[src/rtl/counter_timer_ctrl.sv]
// Programmable interval timer: prescaled up-counter with one-shot/periodic
// terminal-count ticks, pause/stop control and a saturating period counter.
module counter_timer_ctrl #(
  parameter int WIDTH      = 4,
  parameter int PRESCALE_W = 4,
  parameter int PERIOD_W   = 8
) (
  input  logic                  clk,
  input  logic                  reset,
  input  logic                  start,
  input  logic                  stop,
  input  logic                  pause,
  input  logic                  mode,
  input  logic [WIDTH-1:0]      limit,
  input  logic [PRESCALE_W-1:0] prescale,
  output logic [WIDTH-1:0]      count,
  output logic                  busy,
  output logic                  paused,
  output logic                  start_ack,
  output logic                  tick,
  output logic                  done,
  output logic [PERIOD_W-1:0]   periods
);

  typedef enum logic [1:0] {
    S_IDLE  = 2'd0,
    S_RUN   = 2'd1,
    S_PAUSE = 2'd2
  } state_t;

  state_t                r_state;
  logic [WIDTH-1:0]      r_count;
  logic [PRESCALE_W-1:0] r_pre_cnt;
  logic [PERIOD_W-1:0]   r_periods;
  logic                  r_busy;
  logic                  r_paused;
  logic                  r_start_ack;
  logic                  r_tick;
  logic                  r_done;
  logic [WIDTH-1:0]      r_limit;
  logic [PRESCALE_W-1:0] r_prescale;
  logic                  r_mode;

  logic                  w_step;
  logic                  w_terminal;
  logic [PERIOD_W-1:0]   w_periods_next;

  assign w_step         = (r_pre_cnt == r_prescale);
  assign w_terminal     = (r_count == r_limit);
  assign w_periods_next = (r_periods == {PERIOD_W{1'b1}}) ? r_periods
                                                         : r_periods + PERIOD_W'(1);

  // Control FSM and datapath; pulses default low and are set for one cycle.
  always_ff @(posedge clk or posedge reset) begin
    if (reset) begin
      r_state     <= S_IDLE;
      r_count     <= '0;
      r_pre_cnt   <= '0;
      r_periods   <= '0;
      r_busy      <= 1'b0;
      r_paused    <= 1'b0;
      r_start_ack <= 1'b0;
      r_tick      <= 1'b0;
      r_done      <= 1'b0;
      r_limit     <= '0;
      r_prescale  <= '0;
      r_mode      <= 1'b0;
    end else begin
      r_start_ack <= 1'b0;
      r_tick      <= 1'b0;
      r_done      <= 1'b0;
      case (r_state)
        S_IDLE: begin
          if (start && !stop) begin
            r_limit     <= limit;
            r_prescale  <= prescale;
            r_mode      <= mode;
            r_count     <= '0;
            r_pre_cnt   <= '0;
            r_periods   <= '0;
            r_start_ack <= 1'b1;
            r_busy      <= 1'b1;
            r_state     <= S_RUN;
          end
        end
        S_RUN: begin
          // Stop outranks pause, which outranks any step (terminal or not).
          if (stop) begin
            r_count   <= '0;
            r_pre_cnt <= '0;
            r_busy    <= 1'b0;
            r_state   <= S_IDLE;
          end else if (pause) begin
            r_paused <= 1'b1;
            r_state  <= S_PAUSE;
          end else if (!w_step) begin
            r_pre_cnt <= r_pre_cnt + PRESCALE_W'(1);
          end else begin
            r_pre_cnt <= '0;
            if (!w_terminal) begin
              r_count <= r_count + WIDTH'(1);
            end else begin
              r_count   <= '0;
              r_tick    <= 1'b1;
              r_periods <= w_periods_next;
              if (!r_mode) begin
                r_done  <= 1'b1;
                r_busy  <= 1'b0;
                r_state <= S_IDLE;
              end
            end
          end
        end
        S_PAUSE: begin
          if (stop) begin
            r_count   <= '0;
            r_pre_cnt <= '0;
            r_busy    <= 1'b0;
            r_paused  <= 1'b0;
            r_state   <= S_IDLE;
          end else if (!pause) begin
            r_paused <= 1'b0;
            r_state  <= S_RUN;
          end
        end
        default: begin
          r_count   <= '0;
          r_pre_cnt <= '0;
          r_busy    <= 1'b0;
          r_paused  <= 1'b0;
          r_state   <= S_IDLE;
        end
      endcase
    end
  end

  assign count     = r_count;
  assign busy      = r_busy;
  assign paused    = r_paused;
  assign start_ack = r_start_ack;
  assign tick      = r_tick;
  assign done      = r_done;
  assign periods   = r_periods;

endmodule

[config.mk]
export PLATFORM = sky130hd
export DESIGN_NAME = counter_timer_ctrl
export DESIGN_NICKNAME = d
export VERILOG_FILES = /design/src/rtl/counter_timer_ctrl.sv
export SDC_FILE = /design/constraint.sdc
export NUM_CORES = 1
export LEC_CHECK = 0
export CAP_MARGIN = 10
export CORE_MARGIN = 2
export CORE_UTILIZATION = 45
export DETAILED_ROUTE_END_ITERATION = 8
export GPL_TIMING_DRIVEN = 0
export MAX_ROUTING_LAYER = met4
export PLACE_DENSITY = 0.73
export RECOVER_POWER = 25
export SKIP_CTS_REPAIR_TIMING = 1
export SLEW_MARGIN = 20
export SYNTH_ARGS = -nofsm -noshare
export SYNTH_HDL_FRONTEND = slang
export SYNTH_SLANG_ARGS = --single-unit
[constraint.sdc]
create_clock -name clk -period 1.79 [get_ports clk]
set_input_delay 0.358 -clock clk [delete_from_list [all_inputs] [get_ports clk]]
set_output_delay 0.358 -clock clk [all_outputs]
set_load 0.01 [all_outputs]
==> results.md, run 1 <==
Logic synthesis:
- The yosys synthesis warning count is 0.
- The synthesized design contains 32 register bits.
- Yosys attributes the largest share of cell area to dfrtp_1 48%, mux2_2 6.1%, nand2_1 4.7%.
- The share of synthesized area in the top cell type comes to 48.0%.
- The cell area that synthesis handed to floorplanning was 1670 µm².
- Synthesis instantiated 41 different standard cells from the library.
- The count of flip-flops with a built-in enable after synthesis is 0.
- The net count after synthesis is 174.
- The most common cell in the synthesized netlist is dfrtp_1.
- The dominant synthesized flop cell is dfrtp_1.
- The largest total area in the synthesized netlist belongs to dfrtp_1.
- The post-synthesis cell count is 157.
- The share of flip-flops with an asynchronous set or reset is 100%.
- Averaged over all synthesized cells, the footprint is 10.6 µm².
- Sorting the synthesized cells by how often they occur yields 32 x dfrtp_1, 21 x nand2_1, 9 x mux2_2, 9 x o21ai_0, 8 x xor2_1.
- The fraction of the yosys area taken by sequential cells is 48.0%.

Die:
- The initial cell density of the core is 46.3%.
- The floorplan step set the die width to 64.9 µm.
- The die height is 64.9 µm.
- The die covers 4210 µm².
- Pin placement for this block handled 31 I/O pins.
- The row count is 22.
- The area of the placeable core is 3610 µm².

Drt:
- The final layout contains routed wiring with a total length of 3.84 mm.
- For this block, the via count after detailed routing is 1365.
- After detailed routing, the number of remaining DRC violations is 0.
- In the final routed layout, each cell accounts on average for 15.3 µm.
- The count of TritonRoute iterations in the first routing pass is 4.
- The violation count after the first detailed-routing iteration is 21.
- The count of nets left with antenna violations once routing finished came out at 0.
- Dividing the detail-routed via count by the number of cells gives 5.44.

Placed design:
- The wire-length estimate of the detail-placed layout is 2.61 mm.
- Once placement finished, the instance area stood at 2030 µm².
- During placement, the flow inserted port buffers numbering 30.
- The final weighted congestion in routability-driven placement is 0.791.
- Counting tap cells, the placed design contains a total of 235 instances.

Clock network:
- The number of H-tree levels is 2.
- TritonCTS built the clock tree.
- The clock net sink count is 32.
- The number of buffers created by CTS is 5.
- At the later pin of the worst-skew pair, clock insertion delay measures 0.28 ns.
- The buffer levels on the longest clock path is 2.
- Clock-pin slew was measured on the worst setup and hold paths at 0.07 ns.
- The root buffer cell chosen for the clock tree is clkbuf_8.

Critical path:
- The critical path is of the reg -> reg type.
- The maximum net fanout on the critical path is 3.
- The worst setup path is launched from a flop.
- Traced cell by cell, the critical path runs through xor2_2 > o41ai_4 > nand3_2 > or3b_4 > o31ai_4.
- The peak per-stage delay on the critical path is 0.45 ns.
- The slowest library cell on the worst path is or3b_4.
- The worst register-to-register path has a depth of 5.
- The data arrival at the endpoint of the critical path is 2.11 ns.
- The worst setup path is captured at a flop.
- STA puts the critical path data required time at 1.98 ns.

Global routing:
- The first global-routing pass estimated 6.39 mm of wire.
- The initial antenna violation count is 0.
- Summed over all layers, the global routing overflow is 0.
- The pin count of the biggest net entering global routing is 33.
- The number of global-route vias before repair is 1375.
- The combined global-route utilization of all metal layers is 20.6%.

Timing:
- Setup repair after global routing could not meet its margin everywhere.
- The count of final hold-check violations is 0.
- The max-slew violation count came to 0.
- The pin slew with the least headroom to its limit is 1.18 ns.
- Setup slack on the critical path of the routed design comes to -0.127 ns.
- The maximum clock frequency is 522 MHz.
- The worst clock skew is 0.00470 ns.
- The final number of setup-violating endpoints is 10.
- In this run the tightest slew margin relative to its limit is 21.5%.
- The ratio of final minimum period to clock period is 107%.
- Counting I/O delays and the setup requirement, the final critical path takes 1.92 ns.

Outcome:
- The checks that failed: setup timing.
- The run finished, with violations left.

Power and ir drop:
- Across the VDD grid, the largest voltage drop is 0.000643 V.
- Overall power consumption after layout is estimated at 2.26 mW.
- In this run the power density over the cells is 990 nW/µm².
- The standby leakage power is 0.958 nW.

Worst hold path:
- The number of cells traversed by the worst hold path is 2.
- The path type of the worst min-delay path is in -> reg.

Cells and area:
- The share of cells above drive strength 1 is 26.1%.
- The number of nets in the layout is 219.
- At the end of the flow the core is filled with cells to 63.4%.
- Excluding fillers, the count of instances in the completed layout stands at 251.
- The post-synthesis to final-layout area growth is 37.1%.
- With fillers left out, the area of the finished cells amounts to 2290 µm².
- The layout has 295 filler cells.
- 0 antenna diodes ended up in the layout.

Flow run:
- The reported max-cap violation count is 0.
[layout make-up]
type                    count  area [µm²]  area share (%)
well taps                  48        60.1            2.63
clock inverters             2        10.0           0.438
inverters                   7        26.3            1.15
flip-flops and latches     32         802            35.1
multi-input cells         114         917            40.1
clock buffers               6        82.6            3.61
plain buffers               4        25.0            1.09
repair buffers             38         363            15.9
[layout by cell type (no fill, tap or decap), types with 6 or more instances in the layout]
| cell type | instances |
|---|---|
| dfrtp_1 | 31 |
| clkdlybuf4s50_1 | 28 |
| nand2_1 | 19 |
| buf_4 | 9 |
| mux2_2 | 9 |
| inv_1 | 7 |
| o21ai_0 | 6 |
| o211ai_1 | 6 |
| clkbuf_8 | 6 |
[flip-flops by register name (all words and copies together) (netlist names)]
signal      flops
paused          1
done            1
periods         8
r_prescale      4
count           4
r_state         2
r_limit         4
start_ack       1
tick            1
busy            1
r_mode          1
r_pre_cnt       4
[kinds of logic after synthesis]
kind of cell	share of synthesized area, %
adder cells (fa/ha/maj)	2.25
AND/OR/NAND/NOR	19.5
buffers and inverters	2.63
flip-flops	48.0
AO/OA/AOI/OAI	16.7
XOR/XNOR	4.20
multiplexers	6.68
[report_power, final]
part	internal [mW]	total (mW)	switching (mW)
clock network	0.306	0.565	0.258
logic	0.360	0.676	0.316
registers	0.857	1.02	0.165
total	1.52	2.26	0.740
[worst max-delay path: cells and delay by family (launching register included)]
family / cells / cell delay [ns]
XOR/XNOR: 1 / 0.18
AND/OR/NAND/NOR: 2 / 0.61
flip-flops: 1 / 0.44
AO/OA/AOI/OAI: 2 / 0.60
[stage by stage]
| stage | TNS (ns) | setup slack, ns | hold WS, ns |
|---|---|---|---|
| 5_1_grt | -2.20 | -0.204 | 0.466 |
| 6_report | -0.425 | -0.127 | 0.464 |
| 3_3_place_gp | -9.14 | -0.499 | 0.493 |
| 2_1_floorplan | -0.0143 | -0.0143 | 0.424 |
| 3_5_place_dp | -10.07 | -0.561 | 0.509 |
| 4_1_cts | -5.10 | -0.308 | 0.514 |
[path summary, 6_finish.rpt]
check	startpoint	end	slack [ns]
max reg2reg	r_pre_cnt[0]	count[3]	-0.13
min in group asynchronous	reset	periods[4]	0.82
min reg2reg	r_limit[3]	r_limit[3]	0.53
max in group asynchronous	reset	r_pre_cnt[0]	0.18
max	r_pre_cnt[0]	count[3]	-0.13
min	stop	r_state[0]	0.46
[metal layers]
layer  share of wire, %  track usage [%]  routed length [µm]
met4                1.9             8.51                  72
met1                 43             24.8                1670
met5                  0                -                   0
met3                4.6             6.08                 176
met2                 50             32.5                1920
(Power assumes the default switching activity.)
==> run 2, diff against run 1 <==
- HOLD_SLACK_MARGIN: not set -> 0.02
==> results of run 2 <==
Same layout as run 1: the final DEF is identical, and so are final timing and power.
==> run 3, diff against run 2 <==
- SKIP_LAST_GASP: not set -> 1
==> results of run 3 <==
Same layout as run 1: the final DEF is identical, and so are final timing and power.
